--- src/rtl/track_line_scanner.sv ---
// Track line scanner: pulls a frame from the capture buffer and reads it one word at a time.
// For each row it reports the left edge, right edge and centre of the bright track region.
module track_line_scanner #(
    parameter int IMG_W = 160,
    parameter int IMG_H = 120
) (
    input  logic        HCLK,
    input  logic        HRESETn,
    input  logic        start,
    input  logic [7:0]  threshold,
    output logic        DATA_VALID,
    input  logic        DATA_READY,
    output logic [15:0] DualRAM_RADDR,
    input  logic [31:0] DualRAM_RDATA,
    output logic        busy,
    output logic        row_valid,
    output logic [7:0]  row_idx,
    output logic        row_found,
    output logic [7:0]  left_edge,
    output logic [7:0]  right_edge,
    output logic [7:0]  center,
    output logic        frame_done,
    output logic        frame_err
);

    localparam int         HALF_W   = IMG_W / 2;
    localparam logic [7:0] LAST_COL = 8'(HALF_W - 1);
    localparam logic [7:0] LAST_ROW = 8'(IMG_H - 1);
    localparam logic [7:0] MID_COL  = 8'(IMG_W / 2);

    typedef enum logic [2:0] {
        S_IDLE,
        S_REQ,
        S_READ,
        S_ROW_END,
        S_RELEASE
    } state_t;

    state_t      r_state;
    logic [7:0]  r_thresh;
    logic [7:0]  r_col;
    logic [7:0]  r_row;
    logic [6:0]  r_pcol;
    logic        r_rd_valid;
    logic [15:0] r_raddr;
    logic [15:0] r_next_addr;
    logic        r_found;
    logic [7:0]  r_left;
    logic [7:0]  r_right;
    logic [7:0]  r_last_center;

    logic        r_data_valid;
    logic        r_busy;
    logic        r_row_valid;
    logic [7:0]  r_row_idx;
    logic        r_row_found;
    logic [7:0]  r_left_edge;
    logic [7:0]  r_right_edge;
    logic [7:0]  r_center;
    logic        r_frame_done;
    logic        r_frame_err;

    logic        w_bright0;
    logic        w_bright1;
    logic [7:0]  w_idx0;
    logic [7:0]  w_idx1;
    logic        w_found_n;
    logic [7:0]  w_left_n;
    logic [7:0]  w_right_n;
    logic [8:0]  w_center_sum;
    logic [7:0]  w_center;
    logic        w_abort;

    // 2R + 2G + B peaks at 219, so 8 bits never overflow.
    function automatic logic [7:0] gray565(input logic [15:0] p);
        return {2'b00, p[15:11], 1'b0} + {1'b0, p[10:5], 1'b0} + {3'b000, p[4:0]};
    endfunction

    // The even pixel precedes the odd one, so it claims the left edge when both are bright.
    always_comb begin
        w_bright0    = r_rd_valid && (gray565(DualRAM_RDATA[15:0])  >= r_thresh);
        w_bright1    = r_rd_valid && (gray565(DualRAM_RDATA[31:16]) >= r_thresh);
        w_idx0       = {r_pcol, 1'b0};
        w_idx1       = {r_pcol, 1'b1};
        w_found_n    = r_found | w_bright0 | w_bright1;
        w_left_n     = r_left;
        if (!r_found) begin
            if (w_bright0) begin
                w_left_n = w_idx0;
            end else if (w_bright1) begin
                w_left_n = w_idx1;
            end
        end
        w_right_n    = r_right;
        if (w_bright1) begin
            w_right_n = w_idx1;
        end else if (w_bright0) begin
            w_right_n = w_idx0;
        end
        w_center_sum = {1'b0, w_left_n} + {1'b0, w_right_n};
        w_center     = w_center_sum[8:1];
        w_abort      = ((r_state == S_READ) || (r_state == S_ROW_END)) && !DATA_READY;
    end

    always_ff @(posedge HCLK or negedge HRESETn) begin
        if (!HRESETn) begin
            r_state       <= S_IDLE;
            r_thresh      <= 8'd0;
            r_col         <= 8'd0;
            r_row         <= 8'd0;
            r_pcol        <= 7'd0;
            r_rd_valid    <= 1'b0;
            r_raddr       <= 16'd0;
            r_next_addr   <= 16'd0;
            r_found       <= 1'b0;
            r_left        <= 8'd0;
            r_right       <= 8'd0;
            r_last_center <= MID_COL;
            r_data_valid  <= 1'b0;
            r_busy        <= 1'b0;
            r_row_valid   <= 1'b0;
            r_row_idx     <= 8'd0;
            r_row_found   <= 1'b0;
            r_left_edge   <= 8'd0;
            r_right_edge  <= 8'd0;
            r_center      <= 8'd0;
            r_frame_done  <= 1'b0;
            r_frame_err   <= 1'b0;
        end else begin
            r_row_valid  <= 1'b0;
            r_frame_done <= 1'b0;
            r_frame_err  <= 1'b0;
            r_rd_valid   <= (r_state == S_READ) && DATA_READY;
            r_pcol       <= r_col[6:0];

            case (r_state)
                S_IDLE: begin
                    if (start) begin
                        r_thresh      <= threshold;
                        r_last_center <= MID_COL;
                        r_data_valid  <= 1'b1;
                        r_busy        <= 1'b1;
                        r_found       <= 1'b0;
                        r_left        <= 8'd0;
                        r_right       <= 8'd0;
                        r_state       <= S_REQ;
                    end
                end

                S_REQ: begin
                    if (DATA_READY) begin
                        r_row   <= 8'd0;
                        r_col   <= 8'd0;
                        r_raddr <= 16'd0;
                        r_state <= S_READ;
                    end
                end

                S_READ: begin
                    if (w_abort) begin
                        r_state      <= S_IDLE;
                        r_data_valid <= 1'b0;
                        r_busy       <= 1'b0;
                        r_frame_err  <= 1'b1;
                        r_raddr      <= 16'd0;
                        r_found      <= 1'b0;
                        r_left       <= 8'd0;
                        r_right      <= 8'd0;
                    end else begin
                        r_found <= w_found_n;
                        r_left  <= w_left_n;
                        r_right <= w_right_n;
                        // The next row starts at the word after this one, so remember it.
                        if (r_col == LAST_COL) begin
                            r_next_addr <= r_raddr + 16'd1;
                            r_raddr     <= 16'd0;
                            r_state     <= S_ROW_END;
                        end else begin
                            r_col   <= r_col + 8'd1;
                            r_raddr <= r_raddr + 16'd1;
                        end
                    end
                end

                S_ROW_END: begin
                    if (w_abort) begin
                        r_state      <= S_IDLE;
                        r_data_valid <= 1'b0;
                        r_busy       <= 1'b0;
                        r_frame_err  <= 1'b1;
                        r_found      <= 1'b0;
                        r_left       <= 8'd0;
                        r_right      <= 8'd0;
                    end else begin
                        r_row_valid <= 1'b1;
                        r_row_idx   <= r_row;
                        r_row_found <= w_found_n;
                        if (w_found_n) begin
                            r_left_edge   <= w_left_n;
                            r_right_edge  <= w_right_n;
                            r_center      <= w_center;
                            r_last_center <= w_center;
                        end else begin
                            r_left_edge  <= 8'd0;
                            r_right_edge <= 8'd0;
                            r_center     <= r_last_center;
                        end
                        r_found <= 1'b0;
                        r_left  <= 8'd0;
                        r_right <= 8'd0;
                        if (r_row == LAST_ROW) begin
                            r_data_valid <= 1'b0;
                            r_state      <= S_RELEASE;
                        end else begin
                            r_row   <= r_row + 8'd1;
                            r_col   <= 8'd0;
                            r_raddr <= r_next_addr;
                            r_state <= S_READ;
                        end
                    end
                end

                S_RELEASE: begin
                    if (!DATA_READY) begin
                        r_frame_done <= 1'b1;
                        r_busy       <= 1'b0;
                        r_state      <= S_IDLE;
                    end
                end

                default: begin
                    r_state <= S_IDLE;
                end
            endcase
        end
    end

    assign DATA_VALID    = r_data_valid;
    assign DualRAM_RADDR = r_raddr;
    assign busy          = r_busy;
    assign row_valid     = r_row_valid;
    assign row_idx       = r_row_idx;
    assign row_found     = r_row_found;
    assign left_edge     = r_left_edge;
    assign right_edge    = r_right_edge;
    assign center        = r_center;
    assign frame_done    = r_frame_done;
    assign frame_err     = r_frame_err;

endmodule

--- config.mk ---
export PLATFORM = sky130hd
export DESIGN_NAME = track_line_scanner
export DESIGN_NICKNAME = d
export VERILOG_FILES = /design/src/rtl/track_line_scanner.sv
export SDC_FILE = /design/constraint.sdc
export NUM_CORES = 1
export LEC_CHECK = 0
export ABC_AREA = 0
export CORE_AREA = 2 2 116 118
export DETAILED_ROUTE_END_ITERATION = 8
export DIE_AREA = 0 0 118 120
export GPL_ROUTABILITY_DRIVEN = 0
export PLACE_DENSITY = 0.8
export RECOVER_POWER = 25
export SLEW_MARGIN = 30
export SYNTH_ARGS = -nofsm -noshare
export SYNTH_HDL_FRONTEND = slang
export SYNTH_SLANG_ARGS = --single-unit
--- constraint.sdc ---
create_clock -name HCLK -period 4.7 [get_ports HCLK]
set_input_delay 0.705 -clock HCLK [delete_from_list [all_inputs] [get_ports HCLK]]
set_output_delay 0.705 -clock HCLK [all_outputs]
set_load 0.02 [all_outputs]
==> results.md, run 1 <==
* Port-buffer cells at 97
* Met1 WL at 8203 um
* Final WS setup at -0.5974 ns
* Share of cells above drive strength 1 at 22.22%
* Num ports at 98
* Initial Util at 54.10%
* Hold Slack at 0.4446 ns
* Final clock skew at 0.008739 ns
* Main area contributors after synthesis: dfrtp_1 46%, ha_1 6.8%, nand2_1 6.6%
* Vias in the first global route at 6686
* Switching share of power at 33.64%
* Final WL at 21780 um
* CTS buffer count at 17
* Synth Net Count at 827
* CP Max Fanout at 5
* Data required time at the worst endpoint at 5.01 ns
* Post-layout nets at 998
* Total Power at 3823 uW
* Ratio of final minimum period to clock period at 112.7%
* Cell area after synthesis at 7022 sq um
* Psw at 1286 uW
* Sequential group share of total power at 34.1%
* Failing checks: capacitance limit, slew limit, setup timing
* Crit Path Category: primary input to register
* Highest Clock Rate at 188.8 MHz
* Warnings, synthesis at 0
* P_int at 2537 uW
* Most used DFF post-synth: dfrtp_1
* Wirelength per Cell at 19.91 um
* Yosys reg bits at 130
* Post-synth EDFFs at 0
* Die width at 118 um
* Final ANT Viol Nets at 0
* Actual slew at the worst max-slew pin at 3.841 ns
* Peak supply drop at 0.0002788 V
* Worst Setup End Kind: register
* CORE AREA at 12980 sq um
* Most common cell after layout, fill and taps aside: dfrtp_1
* Clk pwr share at 34.5%
* Total iterations of the first detailed-routing run at 6
* CTS tree: done
* DR vias at 6579
* Static leakage at 0.004503 uW
* H-tree Lvls at 4
* Slew headroom at -156.1%
* Worst hold stages at 0
* Cells after Synth at 734
* FILL cells at 817
* Worst-case reg-to-reg path depth at 16
* Sequential area share after synthesis at 46.36%
* Endpoints failing hold at 0
* Combinational power share at 31.4%
* HPWL after DPL at 12880 um
* Clk root buf: clkbuf_16
* WP data arrival at 5.61 ns
* Most frequent cells in the layout: 128 x dfrtp_1, 120 x nand2_1, 81 x clkdlybuf4s50_1
* Outcome: finished with violations
* Chip height at 120 um
* Area growth syn-to-layout at 38.67%
* Clk Latency, worst-skew pair at 0.43 ns
* Initial antenna violation count at 0
* Remaining Overflow, GRT at 0
* Met3 WL at 1377 um
* Vias per cell at 6.014
* First-pass GRT wire length at 33350 um
* Async SR Flop Fraction at 100.0%
* RSZ-0062 raised after global routing: yes
* Min-Delay Path Class: register to register
* Max layer used: met4
* Yosys cell types at 65
* Rows at 42
* Final Max Slew Viols at 75
* Ant diodes at 0
* Gr usage total at 29.81%
* Remaining DRCs at 0
* Synth top area share at 45.62%
* Clock Sinks at 130
* Startpoint Class: primary input
* Initial DRC Count at 721
* Worst-path clk slew at 0.06 ns
* Max-capacitance violation count at 1
* Hold_buf cts at 0
* Synthesized area per cell at 9.566 sq um
* Cell taking the most area after synthesis: dfrtp_1
* Maximum clock insertion buffer count at 2
* Setup-failing EPs final at 15
* PD cells at 392.6 nW/um^2
* Final Critical Period at 5.297 ns
* Largest net degree at the start of global routing at 75
* Die Area at 14160 sq um
* Met2 routed WL at 11020 um
synth_stat cells, types with 3 or more instances:
master and count:
a31oi_1 3, nor2b_1 6, nor2_1 55, a211oi_1 4, nand3_1 22, a21o_1 11
buf_1 3, a21oi_1 37, xnor2_1 26, o211ai_1 3, or3_1 5, o21a_1 3
nor4_1 3, ha_1 38, nand2b_1 6, and3_1 8, mux2_2 6, o21ai_0 81
nand4_1 4, nor3_1 5, inv_1 38, mux2i_1 14, xor2_1 10, a22oi_1 7
a32oi_1 4, clkbuf_1 22, o22ai_1 4, fa_1 11, nand2_1 124, dfrtp_1 128
layer usage:
metal / track usage (%) / vias to the layer above
met1: 34.70 / 3237
met5: 0 / -
li1: - / 2892
met3: 6.939 / 119
met2: 51.56 / 331
met4: 15.36 / 0
per-stage QoR:
| step | setup TNS (ns) | std cells | utilization [%] | area, sq um | setup slack [ns] |
|---|---|---|---|---|---|
| finish | -6.655 | 1094 | 75.01 | 9737 | -0.5974 |
| global route | -7.635 | 1094 | 75.01 | 9737 | -0.6582 |
| CTS | -3.939 | 1086 | 73.32 | 9517 | -0.4326 |
| detailed placement | -24.84 | 1044 | 66.69 | 8656 | -1.405 |
| global placement | -19.93 | 1044 | 66.69 | 8656 | -1.206 |
| floorplan | -5.778 | 734 | - | 7093 | -0.6824 |
worst paths after layout:
check                           slack [ns]           endpoint        startpoint
worst max-delay path                 -0.60          center[6]  DualRAM_RDATA[2]
worst min-delay path                  0.44          r_pcol[1]          r_col[1]
worst max register to register        0.67          center[6]       r_thresh[2]
worst min register to register        0.44          r_pcol[1]          r_col[1]
max in group asynchronous             0.93      right_edge[5]           HRESETn
min in group asynchronous             1.59  DualRAM_RADDR[11]           HRESETn
critical path, cell delays in order:
cell	delay, ns
clkdlybuf4s50_1	0.45
fa_1	0.51
ha_4	0.27
a21o_1	0.17
a21oi_2	0.18
nor2b_1	0.07
o21ai_1	0.15
nand2b_1	0.14
ha_4	0.29
a21oi_2	0.19
o211a_4	0.22
o32ai_4	0.11
nor2_4	0.20
mux2i_2	0.34
inv_2	0.09
ha_4	0.28
a21oi_2	0.18
o41a_1	0.24
nand3_2	0.11
a221oi_4	0.35
o21ai_2	0.13
mux2i_1	0.16
nand3_1	0.08
cell type report:
type / count / area (sq um) / area share [%]
clock buffers: 20 / 456.7 / 4.690
clock inverters: 12 / 131.4 / 1.349
inverters: 42 / 167.7 / 1.722
multi-input cells: 536 / 3926 / 40.32
flip-flops and latches: 130 / 3256 / 33.44
well taps: 176 / 220.2 / 2.262
repair buffers: 178 / 1579 / 16.22
state kept, by name, indices dropped and copies added, names as in the netlist:
register / cells
DATA_VALID: 1
DualRAM_RADDR: 16
busy: 1
center: 8
frame_done: 1
frame_err: 1
left_edge: 8
r_col: 8
r_found: 1
r_last_center: 8
r_left: 8
r_next_addr: 16
r_pcol: 7
r_rd_valid: 1
r_right: 8
r_row: 8
r_state: 3
r_thresh: 8
right_edge: 8
row_found: 1
row_idx: 8
row_valid: 1
kinds of logic after synthesis:
family          after synthesis  synth area share [%]
simple gates                248                 15.75
compound gates              183                 16.87
flops                       130                 46.36
buf+inv                      68                 3.653
fa+ha+maj                    49                 9.907
xor+xnor                     36                 4.490
mux                          20                 2.958
power by group through the flow:
| stage | Combinational [uW] | Sequential, uW | Clock, uW |
|---|---|---|---|
| after CTS | 1010 | 1300 | 1330 |
| after floorplan | 490 | 1350 | 0 |
| final | 1200 | 1300 | 1320 |
| after detailed placement | 923 | 1310 | 0 |
| after global routing | 1260 | 1310 | 1380 |
| after global placement | 884 | 1310 | 0 |
repair_timing:
action,in CTS,in global routing
gates resized for setup,78,33
endpoints found under the setup margin,16,16
setup buffers,10,11
hold endpoints to repair,0,0
pin swaps,43,33
Note: power is estimated with default switching activity, not from simulation.
==> run 2, diff against run 1 <==
--- a/config.mk
+++ b/config.mk
@@ -12,6 +12,7 @@
 export GPL_ROUTABILITY_DRIVEN = 0
 export PLACE_DENSITY = 0.8
 export RECOVER_POWER = 25
+export SETUP_SLACK_MARGIN = 0.05
 export SLEW_MARGIN = 30
 export SYNTH_ARGS = -nofsm -noshare
 export SYNTH_HDL_FRONTEND = slang
==> run 2 against run 1 <==
  * The flow still finishes with violations (capacitance limit, slew limit, setup timing)
  * Critical path depth rose by 2
  * Fmax rose by 0.20%
  * Non-clock buffer count is 7 lower
  * Register-to-register slack improved by 0.12 ns
  * Global-route usage is 1.3 points lower
  * Largest cell class unchanged
  * Clock power about the same
  * Via count is 2.8% lower
  * Die area is the same
  * First-iteration DRC count is 13% lower
  * Clock skew increased by 0.0035 ns
  * Cell area fell by 1.1%
  * Wire length is 6.3% lower
==> results.md, run 2 (synthesized netlist as in run 1, its figures left out) <==
* Outcome: finished with violations
* Failing checks: capacitance limit, slew limit, setup timing
* Port-buffer cells at 97
* Static leakage at 0.004494 uW
* Worst Setup End Kind: register
* Worst-path clk slew at 0.06 ns
* PD cells at 389.3 nW/um^2
* Worst Hold End: r_pcol[1]
* Maximum clock insertion buffer count at 2
* Gr usage total at 28.51%
* Pre-CTS WS at -1.404 ns
* CP Max Fanout at 5
* Wirelength per Cell at 18.76 um
* RSZ-0062 raised after global routing: yes
* Most common cell after layout, fill and taps aside: dfrtp_1
* Final Critical Period at 5.287 ns
* HPWL after DPL at 12900 um
* Actual slew at the worst max-slew pin at 3.798 ns
* Endpoints failing hold at 0
* Rows at 42
* Final WS setup at -0.5870 ns
* Initial DRC Count at 629
* Vias per cell at 5.885
* RR Endpoint: r_last_center[7]
* Min-Delay Path Class: register to register
* Remaining Overflow, GRT at 0
* Worst R2R Start: r_thresh[0]
* FILL cells at 842
* Final clock skew at 0.01220 ns
* WP data arrival at 5.65 ns
* Hold_buf cts at 0
* CORE AREA at 12980 sq um
* Initial antenna violation count at 0
* Remaining DRCs at 0
* Data required time at the worst endpoint at 5.06 ns
* DR vias at 6397
* Ant diodes at 0
* Share of cells above drive strength 1 at 20.64%
* Post-layout nets at 991
* Vias in the first global route at 6524
* Clk Latency, worst-skew pair at 0.43 ns
* Clock Sinks at 130
* Die Area at 14160 sq um
* Chip height at 120 um
* CTS buffer count at 17
* Largest net degree at the start of global routing at 75
* Placed Instance Area at 8656 sq um
* Final ANT Viol Nets at 0
* First-pass GRT wire length at 32180 um
* Area growth syn-to-layout at 37.12%
* Worst hold stages at 0
* Clk root buf: clkbuf_16
* Startpoint Class: primary input
* Hold Crit Start: r_col[1]
* Final WL at 20400 um
* CTS tree: done
* Worst-case reg-to-reg path depth at 16
* Ratio of final minimum period to clock period at 112.5%
* Final Cell Area at 9628 sq um
* Max-capacitance violation count at 1
* H-tree Lvls at 4
* Slew headroom at -153.2%
* Crit Path Category: primary input to register
* Most frequent cells in the layout: 128 x dfrtp_1, 121 x nand2_1, 78 x clkdlybuf4s50_1
* Total iterations of the first detailed-routing run at 5
* Highest Clock Rate at 189.1 MHz
* Peak supply drop at 0.0002756 V
* Setup-failing EPs final at 13
* Total Power at 3748 uW
* Worst reg2reg setup slack at 0.79 ns
* Num ports at 98
* Final Max Slew Viols at 75
* Initial Util at 54.10%
* Die width at 118 um
[run 2: cell types whose count changed in the layout (fill, tap and decap cells not counted), moves of 2 or more]
cell	change
buf_4	-6
clkdlybuf4s50_1	-3
dlymetal6s2s_1	+3
mux2i_1	+3
mux2i_2	-3
buf_6	-2
xnor2_1	+2
xnor2_2	-2
[run 2: timing repair]
item	CTS	global route
pin swaps	38	45
buffers inserted	6	6
resized for setup	64	38
setup endpoints to repair	16	16
[run 2: report_power, final]
| group | leakage (uW) | total [uW] | internal, uW | switching (uW) |
|---|---|---|---|---|
| Clock | 0.000296 | 1330 | 823 | 505 |
| Sequential | 0.00177 | 1300 | 1220 | 80.3 |
| Combinational | 0.00243 | 1120 | 489 | 632 |
| Total | 0.00449 | 3750 | 2530 | 1220 |
[run 2: final cells by class]
cell class / instances / area (sq um) / share of cell area, %
well taps: 176 / 220.2 / 2.287
clock inverters: 12 / 131.4 / 1.365
multi-input cells: 536 / 3852 / 40.01
repair buffers: 171 / 1534 / 15.93
flip-flops and latches: 130 / 3256 / 33.81
clock buffers: 20 / 466.7 / 4.847
inverters: 42 / 167.7 / 1.741
[run 2: worst max-delay path: stages]
cell      delay [ns]
buf_8           0.07
inv_4           0.03
fa_1            0.54
inv_2           0.06
ha_4            0.16
fa_2            0.35
a21o_1          0.18
a21oi_2         0.13
xnor2_1         0.10
ha_1            0.30
nand2_2         0.06
or3_4           0.34
o32a_4          0.38
a21oi_4         0.22
mux2i_2         0.31
inv_2           0.08
ha_4            0.31
buf_4           0.11
buf_6           0.10
a21oi_4         0.05
buf_4           0.14
a22oi_2         0.21
a41oi_2         0.18
o211ai_1        0.32
and3b_1         0.22
[run 2: layer usage]
layer	track usage (%)	wire length [um]	vias up
met1	34.05	7609	3108
met5	0	0	-
met2	49.85	10560	309
met4	13.40	970	0
met3	5.466	1253	101
li1	-	-	2879
[run 2: metrics by stage]
stage	std cells	utilization (%)	hold WS, ns	setup TNS, ns
finish	1087	74.18	0.4503	-5.668
floorplan	734	-	0.3985	-5.778
CTS	1082	72.59	0.4493	-4.685
detailed placement	1044	66.69	0.4399	-25.09
global placement	1044	66.69	0.4266	-19.93
global route	1087	74.18	0.4868	-7.645
[run 2: worst max-delay path by stage]
stage,startpoint,cells after the start,end
detailed placement,DualRAM_RDATA[18],24,center[6]
global route,DualRAM_RDATA[22],26,center[3]
floorplan,DualRAM_RDATA[18],23,center[6]
finish,DualRAM_RDATA[22],25,r_last_center[7]
CTS,DualRAM_RDATA[22],24,center[6]
global placement,DualRAM_RDATA[18],24,center[6]
==> run 3, diff against run 2 <==
--- a/config.mk
+++ b/config.mk
@@ -5,7 +5,7 @@
 export SDC_FILE = /design/constraint.sdc
 export NUM_CORES = 1
 export LEC_CHECK = 0
-export ABC_AREA = 0
+export ABC_AREA = 1
 export CORE_AREA = 2 2 116 118
 export DETAILED_ROUTE_END_ITERATION = 8
 export DIE_AREA = 0 0 118 120
==> run 3 against run 2 <==
  * The run ends with capacitance limit, slew limit left
  * Sequential share of layout area rose by 1.1 points
  * Register-to-register slack improved by 0.94 ns
  * Critical path depth grew 5
  * Via count down 5.8%
  * Wire length is 16% lower
  * Die area did not move
  * First-iteration DRC count fell by 30%
  * Critical endpoint is now center[4]
==> results.md, run 3 <==
* Outcome: finished with violations
* Failing checks: capacitance limit, slew limit
* Chip height at 120 um
* Num ports at 98
* Hold Crit Start: r_col[1]
* Rows at 42
* Setup TNS Final at 0 ns
* Yosys reg bits at 130
* Vias per cell at 5.248
* DR vias at 6025
* Final Critical Period at 4.521 ns
* Die Area at 14160 sq um
* Main area contributors after synthesis: dfrtp_1 46%, nand2_1 10%, ha_1 6.8%
* Hold_buf cts at 0
* RR Endpoint: center[4]
* Synthesized area per cell at 8.619 sq um
* Async SR Flop Fraction at 100.0%
* Static leakage at 0.004352 uW
* Clk Latency, worst-skew pair at 0.42 ns
* Final Max Slew Viols at 57
* Startpoint Class: primary input
* Initial antenna violation count at 0
* Vias in the first global route at 6052
* Clk root buf: clkbuf_16
* Min-Delay Path Class: register to register
* Maximum clock insertion buffer count at 2
* Cells after Synth at 814
* Worst reg2reg setup slack at 1.73 ns
* Endpoints failing hold at 0
* Slowest CP cell: clkdlybuf4s50_1
* Worst Hold End: r_pcol[1]
* Final core utilization at 71.92%
* Most common cell after layout, fill and taps aside: nand2_1
* Clk pwr share at 32.1%
* Die width at 118 um
* HPWL after DPL at 11460 um
* Post-layout nets at 1052
* Setup-failing EPs final at 0
* Remaining DRCs at 0
* Final clock skew at 0.01233 ns
* Worst Setup End Kind: register
* Initial Util at 54.05%
* Data required time at the worst endpoint at 5.00 ns
* Crit Path Category: primary input to register
* Warnings, synthesis at 0
* P_int at 2796 uW
* CTS buffer count at 17
* Highest Clock Rate at 221.2 MHz
* WP data arrival at 4.82 ns
* Synth cell count leaders: 196 x nand2_1, 128 x dfrtp_1, 101 x inv_1
* Synth Net Count at 907
* Cell taking the most area after synthesis: dfrtp_1
* Synth top area share at 45.66%
* Worst R2R Start: r_thresh[5]
* Total iterations of the first detailed-routing run at 4
* CORE AREA at 12980 sq um
* Most used DFF post-synth: dfrtp_1
* Combinational power share at 35.3%
* First-pass GRT wire length at 28070 um
* Cell area after synthesis at 7015 sq um
* Yosys cell types at 48
* Psw at 1550 uW
* Initial DRC Count at 442
* Actual slew at the worst max-slew pin at 3.015 ns
* Max-capacitance violation count at 1
* Ratio of final minimum period to clock period at 96.19%
* Gr usage total at 24.81%
* CP Max Fanout at 8
* Peak supply drop at 0.0002739 V
* Switching share of power at 35.67%
* Wirelength per Cell at 14.94 um
* CTS tree: done
* Slew headroom at -101.0%
* Sequential area share after synthesis at 46.41%
* H-tree Lvls at 4
* PD cells at 465.6 nW/um^2
* Largest net degree at the start of global routing at 57
* Share of cells above drive strength 1 at 19.24%
* Clock Sinks at 130
* Post-synth EDFFs at 0
* Port-buffer cells at 97
* Sequential group share of total power at 32.6%
* Most frequent cells in the layout: 188 x nand2_1, 128 x dfrtp_1, 96 x inv_1
* Worst-path clk slew at 0.06 ns
* Remaining Overflow, GRT at 0
* Ant diodes at 0
* Area growth syn-to-layout at 33.07%
* Worst-case reg-to-reg path depth at 22
* Final WL at 17150 um
* Most common cell in the netlist: nand2_1
* Worst hold stages at 0
* Worst path max stage delay at 0.48 ns
* Final ANT Viol Nets at 0
-- run 3: cell count changes after synthesis, sizes merged, moves of 7 or more --
cell    change
a21o       -10
a21oi       -8
and3        -8
clkbuf      -9
inv        +79
mux2i      -14
nand2      +83
nand2b      -7
nand3      +14
nor2       -12
o21ai      +21
o22ai      +12
xnor2      -21
-- run 3: metrics by stage --
step                area [sq um]  cells  hold WS [ns]  setup slack (ns)  power (uW)
floorplan                   7015    814        0.3775            0.1182        2295
global placement            8438   1108        0.3893           -0.3394        2789
detailed placement          8438   1108        0.3995           -0.4597        2838
CTS                         9064   1140        0.3656           0.05651        4255
global route                9335   1148        0.4530          -0.05889        4601
finish                      9335   1148        0.4367            0.1791        4347
-- run 3: routing by layer --
metal  global-route usage, %  vias to the layer above  share of wire (%)  routed length [um]
met5                       0                        -                  0                   0
met1                   30.36                     2921                 42                7204
met3                   5.133                       31                3.8                 645
li1                        -                     2929                  -                   -
met4                   8.358                        0                2.1                 357
met2                   43.86                      144                 52                8946
-- run 3: what timing repair did --
item	CTS	global route
endpoints found under the setup margin	10	14
gates resized for setup	6	64
pin swaps	1	40
setup buffers	0	8
-- run 3: critical path: cells and delay by family --
| family | cells | cell delay (ns) |
|---|---|---|
| simple gates | 16 | 1.46 |
| fa+ha+maj | 4 | 1.34 |
| buf+inv | 5 | 0.76 |
| compound gates | 5 | 0.53 |
-- run 3: cells by family after synthesis --
logic type / Yosys count / synth area share (%)
adders and majority gates: 49 / 9.916
buffers and inverters: 138 / 7.526
muxes: 1 / 0.1605
and+or+nand+nor: 311 / 20.53
DFF: 130 / 46.41
AOI/OAI and AO/OA: 165 / 12.97
xor gates and xnor gates: 20 / 2.497
-- run 3: power groups by stage --
| stage | registers, uW | clock network [uW] | logic (uW) |
|---|---|---|---|
| finish | 1420 | 1400 | 1530 |
| global route | 1440 | 1460 | 1700 |
| CTS | 1410 | 1400 | 1440 |
| detailed placement | 1420 | 0 | 1420 |
| global placement | 1420 | 0 | 1370 |
| floorplan | 1500 | 0 | 795 |
-- run 3: how the worst max path moves through the flow --
stage / start / to / cells past startpoint / slack [ns]
after floorplan: DualRAM_RDATA[18] / center[5] / 29 / 0.12
after global placement: DualRAM_RDATA[18] / center[5] / 29 / -0.34
after detailed placement: DualRAM_RDATA[18] / r_last_center[5] / 29 / -0.46
after CTS: DualRAM_RDATA[18] / center[6] / 30 / 0.06
after global routing: DualRAM_RDATA[17] / r_last_center[5] / 28 / -0.06
final: DualRAM_RDATA[23] / center[4] / 30 / 0.18
-- run 3: area by class of cell --
type                       count  area [sq um]
tap                          176         220.2
timing repair buffer         145          1361
sequential                   130          3256
clock buffer                  22         464.2
inverter                     119         449.2
multi-input combinational    546          3428
fill                         956          3645
clock inverter                10         156.4
